**src/rtl/ps2_pkg.sv**
```systemverilog
// ps2_pkg: shared PS/2 types and constants for the host-side transmitter and receiver.
package ps2_pkg;
  typedef enum logic [2:0] {IDLE, INHIBIT, REQ, SHIFT, ACK, WAIT_IDLE} ps2_tx_state_t;
  localparam int PS2_FRAME_BITS = 11;
  localparam logic [7:0] PS2_CMD_SET_LED = 8'hED;
  localparam logic [7:0] PS2_CMD_RESET = 8'hFF;
  function automatic logic ps2_odd_parity(input logic [7:0] d);
    return ~^d;
  endfunction
endpackage

```
**src/rtl/ps2_line_filter.sv**
```systemverilog
// ps2_line_filter: 2-FF synchronizer, run-length glitch filter and falling-edge strobe for one PS/2 line.
module ps2_line_filter #(
  parameter int FILTER_LEN = 8
) (
  input  logic clk,
  input  logic rst,
  input  logic i_line,
  output logic o_level,
  output logic o_fall
);
  localparam int CW = $clog2(FILTER_LEN + 1);
  logic r_s1, r_s2, r_level, r_fall;
  logic [CW-1:0] r_cnt;
  always_ff @(posedge clk) begin
    if (rst) begin
      r_s1 <= 1'b1;
      r_s2 <= 1'b1;
      r_level <= 1'b1;
      r_fall <= 1'b0;
      r_cnt <= '0;
    end else begin
      r_s1 <= i_line;
      r_s2 <= r_s1;
      r_fall <= 1'b0;
      // the filtered level only follows after FILTER_LEN consecutive differing samples
      if (r_s2 == r_level) r_cnt <= '0;
      else if (r_cnt == CW'(FILTER_LEN - 1)) begin
        r_level <= r_s2;
        r_fall <= r_level;
        r_cnt <= '0;
      end else r_cnt <= r_cnt + 1'b1;
    end
  end
  assign o_level = r_level;
  assign o_fall = r_fall;
endmodule

```
**src/rtl/ps2_host_tx.sv**
```systemverilog
// ps2_host_tx: host-to-device PS/2 transmitter (inhibit, request-to-send, 11-bit frame, ACK check).
module ps2_host_tx
  import ps2_pkg::*;
#(
  parameter int INHIBIT_CYCLES = 10000,
  parameter int TIMEOUT_CYCLES = 2000000,
  parameter int FILTER_LEN = 8
) (
  input  logic       clk_100MHz,
  input  logic       rst,
  input  logic [7:0] tx_data,
  input  logic       tx_valid,
  output logic       tx_ready,
  output logic       busy,
  output logic       done,
  output logic       err,
  input  logic       ps2_clk_in,
  input  logic       ps2_data_in,
  output logic       ps2_clk_oe,
  output logic       ps2_data_oe
);
  localparam int IW = $clog2(INHIBIT_CYCLES + 1);
  localparam int TW = $clog2(TIMEOUT_CYCLES + 1);
  localparam int NW = $clog2(PS2_FRAME_BITS);
  ps2_tx_state_t r_state, w_next;
  logic [9:0] r_shreg;
  logic [NW-1:0] r_n;
  logic [IW-1:0] r_inh;
  logic [TW-1:0] r_to;
  logic r_data_oe;
  logic w_clk, w_clk_fall, w_data, w_data_fall_unused, w_to_hit;

  ps2_line_filter #(.FILTER_LEN(FILTER_LEN)) u_clk_filt (
    .clk(clk_100MHz), .rst(rst), .i_line(ps2_clk_in), .o_level(w_clk), .o_fall(w_clk_fall)
  );
  ps2_line_filter #(.FILTER_LEN(FILTER_LEN)) u_data_filt (
    .clk(clk_100MHz), .rst(rst), .i_line(ps2_data_in), .o_level(w_data), .o_fall(w_data_fall_unused)
  );

  assign w_to_hit = r_to == TW'(TIMEOUT_CYCLES);

  always_comb begin
    w_next = r_state;
    done = 1'b0;
    err = 1'b0;
    case (r_state)
      IDLE: w_next = tx_valid ? INHIBIT : IDLE;
      INHIBIT: w_next = (r_inh == IW'(INHIBIT_CYCLES - 1)) ? REQ : INHIBIT;
      REQ: w_next = SHIFT;
      SHIFT: begin
        err = w_to_hit;
        w_next = w_to_hit ? IDLE : (w_clk_fall && r_n == NW'(PS2_FRAME_BITS - 2)) ? ACK : SHIFT;
      end
      ACK: begin
        // device ACK is data held low at the eleventh falling clock
        err = w_to_hit || (w_clk_fall && w_data);
        w_next = err ? IDLE : w_clk_fall ? WAIT_IDLE : ACK;
      end
      WAIT_IDLE: begin
        err = w_to_hit;
        done = !w_to_hit && w_clk && w_data;
        w_next = (err || done) ? IDLE : WAIT_IDLE;
      end
      default: w_next = IDLE;
    endcase
  end

  always_ff @(posedge clk_100MHz) begin
    if (rst) begin
      r_state <= IDLE;
      r_shreg <= '0;
      r_n <= '0;
      r_inh <= '0;
      r_to <= '0;
      r_data_oe <= 1'b0;
    end else begin
      r_state <= w_next;
      if (r_state == IDLE && tx_valid) begin
        r_shreg <= {1'b1, ps2_odd_parity(tx_data), tx_data};
        r_n <= '0;
        r_inh <= '0;
      end
      if (r_state == INHIBIT && r_inh != IW'(INHIBIT_CYCLES)) r_inh <= r_inh + 1'b1;
      if (r_state == INHIBIT) r_data_oe <= 1'b1;
      if (r_state == SHIFT && w_clk_fall) begin
        r_data_oe <= ~r_shreg[0];
        r_shreg <= {1'b0, r_shreg[9:1]};
        if (r_n != NW'(PS2_FRAME_BITS - 1)) r_n <= r_n + 1'b1;
      end
      if (r_state == REQ || w_clk_fall) r_to <= '0;
      else if (!w_to_hit) r_to <= r_to + 1'b1;
    end
  end

  assign tx_ready = r_state == IDLE;
  assign busy = !tx_ready;
  assign ps2_clk_oe = r_state == INHIBIT || r_state == REQ;
  assign ps2_data_oe = r_state == REQ || (r_state == SHIFT && r_data_oe);
endmodule

```
**config.mk**
```make
export PLATFORM = sky130hd
export DESIGN_NAME = ps2_host_tx
export DESIGN_NICKNAME = d
export VERILOG_FILES = /design/src/rtl/ps2_pkg.sv /design/src/rtl/ps2_line_filter.sv /design/src/rtl/ps2_host_tx.sv
export SDC_FILE = /design/constraint.sdc
export NUM_CORES = 1
export LEC_CHECK = 0
export BUFFER_PORTS_ARGS = -buffer_cell sky130_fd_sc_hd__buf_2
export CORE_MARGIN = 5
export CORE_UTILIZATION = 55
export CTS_CLUSTER_DIAMETER = 60
export DETAILED_ROUTE_END_ITERATION = 7
export PLACE_DENSITY = 0.73
export RECOVER_POWER = 25
export SYNTH_ARGS = -nofsm -noshare
export SYNTH_HDL_FRONTEND = slang
export SYNTH_SLANG_ARGS = --single-unit
```
**constraint.sdc**
```tcl
create_clock -name clk_100MHz -period 2.5 [get_ports clk_100MHz]
set_input_delay 0.5 -clock clk_100MHz [delete_from_list [all_inputs] [get_ports clk_100MHz]]
set_output_delay 0.5 -clock clk_100MHz [all_outputs]
set_load 0.03 [all_outputs]
```
# Yosys cells after proc, flatten, opt, wreduce, memory -nomap -nowiden
# Cells that the tools add are included.
# Widths: inputs -> output; s select.
# word_totals
ff_bits	68
output_inout_bits	6
# op_classes
addsub	5
n_eq_ne	14
mux	19
bitwise_logic	4
n_reduce_logical	28
# ops
op	n
$mux 14	2
$add 21x1->21 const B	1
$eq 21x21->1 const B	1
$mux 9	2
$pmux 3 s6	1
$add 14x1->14 const B	1
$eq 14x14->1 const B	1
$ne 14x14->1 const B	1
$add 4x1->4 const B	3
$mux 3	4
$mux 4	3
$reduce_or 3->1	3
$eq 4x3->1 const B	2
$logic_and 1x1->1	8
$reduce_xnor 8->1	1
$eq 3x2->1 const B	2
$eq 3x3->1 const B	2
$reduce_bool 2->1	3
$reduce_or 2->1	3
$logic_or 1x1->1	5
$mux 1	5
$eq 4x4->1 const B	1
$ne 4x4->1 const B	1
$not 1->1	4
7 further kinds	10

# Longest topological paths before layout
# logic_depth
word_depth	7
depth_mapped	8

# Hierarchy
# Synthesis repeated with hierarchy kept, for this count alone.
# hier_totals
cells_unflattened	380
area_unflattened_um2	3285.7
# by_module_without_submodules
module	n_inst	cells_per_inst	area_each_um2	seq_area_each_um2
ps2_host_tx	1	330	2722.6	1061.0
ps2_line_filter	2	25	281.5	160.2

# Least setup slack after synthesis
# OpenSTA, ideal clock, no wires.
# synth_path
path_type	reg2out
startpoint	register r_to[0]
endpoint	output done
arrival_ns	1.505
path_slack_ns	0.495
stages_incl_launch_ff	6
path_cell_list	dfxtp_1 > inv_1 > ha_1 > nand3b_1 > nor4_4 > nor3_1
# synth_via
elab_chain_cells	5
# synth_rtl
item	line_no	source
from (decl)	ps2_host_tx.sv:29	logic [TW-1:0] r_to;
from (signal assigned)	ps2_host_tx.sv:91	else if (!w_to_hit) r_to <= r_to + 1'b1;
$eq 21x21->1	ps2_host_tx.sv:40	assign w_to_hit = r_to == TW'(TIMEOUT_CYCLES);
$logic_not 1->1	-	
$logic_and 1x1->1 (2 in a row)	ps2_host_tx.sv:61	done = !w_to_hit && w_clk && w_data;
$mux 1	ps2_host_tx.sv:46	case (r_state)
to (decl)	ps2_host_tx.sv:15	output logic done,
# Every way passes these cells.

# Worst setup path after layout
# layout_path
startpoint	register r_to[3]
endpoint	output err
# layout_via
elab_chain_cells	3
# layout_rtl
item	line_no	source
$eq 21x21->1 *	ps2_host_tx.sv:40	
$logic_or 1x1->1	ps2_host_tx.sv:56	err = w_to_hit || (w_clk_fall && w_data);
$pmux 1 s2 *	ps2_host_tx.sv:46	
to (decl)	ps2_host_tx.sv:16	output logic err,
# Every way passes the cells marked *; elsewhere a longest branch is shown, timed or not.

==> run_summary.xml <==
<?xml version="1.0" encoding="UTF-8"?>
<metrics>
  <group name="clock_network">
    <metric name="cts_made_buffers" unit="">9</metric>
    <metric name="cts-root-to-sink-buffers" unit="">2</metric>
    <metric name="clk_latency" unit="ps">340</metric>
    <metric name="numClockSinks" unit="">68</metric>
    <metric name="cts.repair.resized" unit="">0</metric>
    <metric name="postCtsHoldBufs" unit="">0</metric>
    <metric name="cts_post_setup_buffers_inserted" unit="">0</metric>
    <metric name="cts-root-buf" unit="">clkbuf_8</metric>
    <metric name="cts_tree" unit="">built</metric>
    <metric name="clk_pin_slew_worst_paths" unit="ps">70</metric>
    <metric name="htree_levels" unit="">3</metric>
  </group>
  <group name="placed_design">
    <metric name="half_perimeter_wire_length_after_detailed_placement" unit="um">4427</metric>
    <metric name="port_buffers" unit="">18</metric>
    <metric name="numPlacedInstances" unit="">467</metric>
    <metric name="place_congestion" unit="">0.8055</metric>
    <metric name="placedInstanceArea" unit="um2">3441</metric>
  </group>
  <group name="finish">
    <metric name="finalNonFillerCells" unit="">483</metric>
    <metric name="most_frequent_cells_in_the_layout" unit="">dfxtp_1, nor2_1, nand2_1</metric>
    <metric name="layout-area-overhead-vs-synth" unit="%">10.90</metric>
    <metric name="fin_nets" unit="">425</metric>
    <metric name="final_layout_size_suffix_gt1_frac" unit="">0.1250</metric>
    <metric name="fillerInstances" unit="">498</metric>
    <metric name="layout.cells.most_common" unit="">dfxtp_1</metric>
    <metric name="finalInstanceArea" unit="um2">3652</metric>
    <metric name="antennaDiodeCount" unit="">0</metric>
  </group>
  <group name="worst_setup_path">
    <metric name="worst_setup_path_startpoint" unit="">r_to[3]</metric>
    <metric name="critical_path_arrival" unit="ps">1860</metric>
    <metric name="timing.critical_path.cells" unit="">nor4_1 -&gt; nand3_1 -&gt; nor4_4 -&gt; o21ai_0 -&gt; nand2_1 -&gt; buf_2</metric>
    <metric name="timing.setup.critical_path_class" unit="">flip-flop to output port</metric>
    <metric name="end_kind" unit="">output port</metric>
    <metric name="critPathRequiredTime" unit="ps">2000</metric>
    <metric name="start_kind" unit="">flip-flop</metric>
    <metric name="crit_path_max_fanout" unit="">4</metric>
    <metric name="worst_path_largest_cell_delay" unit="ps">340</metric>
    <metric name="crit-reg2reg-launch" unit="">r_state[0]</metric>
    <metric name="critical_path.slowest_cell" unit="">dfxtp_1</metric>
  </group>
  <group name="floorplan">
    <metric name="row_count" unit="">28</metric>
    <metric name="initial_utilization" unit="">0.5595</metric>
    <metric name="die_area" unit="um2">7635</metric>
    <metric name="design.portCount" unit="">19</metric>
    <metric name="design.core.area" unit="um2">5886</metric>
    <metric name="floorplan.die.height" unit="um">87.38</metric>
    <metric name="die_w" unit="um">87.38</metric>
  </group>
  <group name="global_route">
    <metric name="globalRouteOverflowTotal" unit="">0</metric>
    <metric name="grt_usage" unit="">0.1812</metric>
    <metric name="grt_first_pass_wirelength" unit="um">11050</metric>
    <metric name="antenna_found_initial" unit="">0</metric>
    <metric name="number_of_global_route_vias_before_repair" unit="">2461</metric>
    <metric name="grt_start_max_net_pins" unit="">40</metric>
  </group>
  <group name="synth">
    <metric name="synthCells" unit="">382</metric>
    <metric name="postSynthRegisterBits" unit="">68</metric>
    <metric name="synthArstFlopShare" unit="">0</metric>
    <metric name="yosys-top-cells-area" unit="">dfxtp_1, xnor2_1, nor2_1</metric>
    <metric name="yosysUniqueCellTypes" unit="">51</metric>
    <metric name="synth.cell_area" unit="um2">3293</metric>
    <metric name="synth.net_count" unit="">404</metric>
    <metric name="synth-edff-count" unit="">0</metric>
    <metric name="yosysSeqAreaShare" unit="">0.4134</metric>
    <metric name="post_synthesis_area_per_instance" unit="um2">8.621</metric>
    <metric name="synth.largest_area_cell" unit="">dfxtp_1</metric>
    <metric name="ys.flop_type" unit="">dfxtp_1</metric>
    <metric name="synthesis.yosys.warnings" unit="">0</metric>
    <metric name="netlist.area_leader.share" unit="">0.4134</metric>
  </group>
  <group name="worst_hold_path">
    <metric name="hold_path.class" unit="">primary input to flip-flop</metric>
    <metric name="holdCritStartpoint" unit="">ps2_data_in</metric>
  </group>
  <group name="status">
    <metric name="violations" unit="">max-capacitance violations, max-slew violations</metric>
    <metric name="outcome" unit="">finished, violations left</metric>
  </group>
  <group name="pwr">
    <metric name="clock_power_share" unit="">0.433</metric>
    <metric name="share_comb_of_total_power" unit="">0.070</metric>
    <metric name="total_leakage_power" unit="nW">1.347</metric>
    <metric name="seq_power_share" unit="">0.497</metric>
    <metric name="finalPower" unit="mW">2.267</metric>
    <metric name="worst_ir_drop_vdd" unit="V">0.0004078</metric>
    <metric name="switching_share" unit="">0.2366</metric>
    <metric name="cellInternalPower" unit="mW">1.730</metric>
    <metric name="power.net_switching" unit="mW">0.5364</metric>
    <metric name="p_per_area" unit="nW/um2">620.7</metric>
  </group>
  <group name="sta">
    <metric name="hold_viol" unit="">0</metric>
    <metric name="finalSetupViolations" unit="">0</metric>
    <metric name="grt_setup_unrepaired" unit="">no</metric>
    <metric name="slew_headroom" unit="">-0.05321</metric>
    <metric name="tightestPinTransition" unit="ps">1580</metric>
    <metric name="fin_max_slew_vios" unit="">40</metric>
    <metric name="finClkSkew" unit="ps">4.374</metric>
    <metric name="hold-worst-slack" unit="ps">336.0</metric>
    <metric name="finalSetupTns" unit="ps">0</metric>
    <metric name="final_period_minus_worst_setup_slack" unit="ps">2357</metric>
    <metric name="fmax" unit="MHz">424.3</metric>
    <metric name="timing.final.crit_share" unit="">0.9427</metric>
  </group>
  <group name="detailed_routing">
    <metric name="wire_length_per_cell" unit="um">13.12</metric>
    <metric name="vias" unit="">2630</metric>
    <metric name="drt-vias-per-instance" unit="">5.445</metric>
    <metric name="detailed_router_s_first_iteration_violation_count" unit="">142</metric>
    <metric name="routed_wirelength" unit="um">6335</metric>
    <metric name="ant_nets" unit="">0</metric>
    <metric name="drt_pre_antenna_iters" unit="">4</metric>
    <metric name="drc" unit="">0</metric>
  </group>
  <group name="flow_run">
    <metric name="timing.max_cap.violations" unit="">1</metric>
  </group>
</metrics>
[power groups by stage]
| stage | registers, mW | clock network [mW] | logic [mW] |
|---|---|---|---|
| 6_report | 1.13 | 0.981 | 0.159 |
| 5_1_grt | 1.13 | 1.05 | 0.179 |
| 4_1_cts | 1.13 | 1.00 | 0.161 |
| 3_5_place_dp | 1.15 | 0 | 0.159 |
| 3_3_place_gp | 1.15 | 0 | 0.156 |
| 2_1_floorplan | 1.15 | 0 | 0.125 |
[synth_stat cells, drive strengths merged (5+ instances only)]
master,number
xnor2,21
inv,17
buf,5
dfxtp,68
ha,9
nor3,12
or3,8
and3,7
nor4,7
xor2,12
a21oi,23
o21ai,11
clkbuf,8
a22oi,9
nand2,35
nand3,22
nor2,46
[metal layers]
layer  track usage  wire, um
met5             0         0
met4       0.08368       106
met3       0.03690       225
met2        0.2863      2886
met1        0.2363      3117
[final cells by class]
type	count	area [um2]	area share
tap	75	93.84	0.02569
clock inverter	7	91.34	0.02501
inverter	17	63.81	0.01747
timing repair buffer	23	123.9	0.03392
clock buffer	9	123.9	0.03392
sequential	68	1361	0.3727
multi-input combinational	284	1794	0.4913
[through the flow]
stage / util / setup WS, ps
3_5_place_dp: 0.5846 / 494.0
2_1_floorplan: - / 495.2
3_3_place_gp: 0.5846 / 550.0
5_1_grt: 0.6205 / 23.34
4_1_cts: 0.6212 / 120.7
6_report: 0.6205 / 143.3
[final timing paths]
path,endpoint,slack [ps],depth (start not counted)
setup / recovery,err,140,6
hold / removal,u_data_filt.r_s1,340,2
setup reg to reg,r_inh[8],510,5
hold reg to reg,u_data_filt.r_s2,410,1
[flip-flops by register name (all words and copies together) (netlist names), 3 cells and up]
name               cells
u_data_filt.r_cnt      4
r_to                  21
r_shreg               10
u_clk_filt.r_cnt       4
r_inh                 14
r_n                    4
r_state                3
[critical path: cells and delay by family (launching register included)]
kind	cells	cell delay, ps
flops	1	340
simple gates	4	860
buf+inv	1	190
compound gates	1	130
[kinds of logic (layout without fill, tap and decap cells)]
family                   Yosys count  in the layout  synth area share
AO/OA/AOI/OAI                     63             63            0.1178
XOR/XNOR                          33             33           0.08777
multiplexers                       8              8           0.02584
buffers and inverters             30             56           0.04179
flip-flops                        68             68            0.4134
adder cells (fa/ha/maj)            9              9           0.03420
AND/OR/NAND/NOR                  171            171            0.2793
Power figures use the tool's default switching activity.
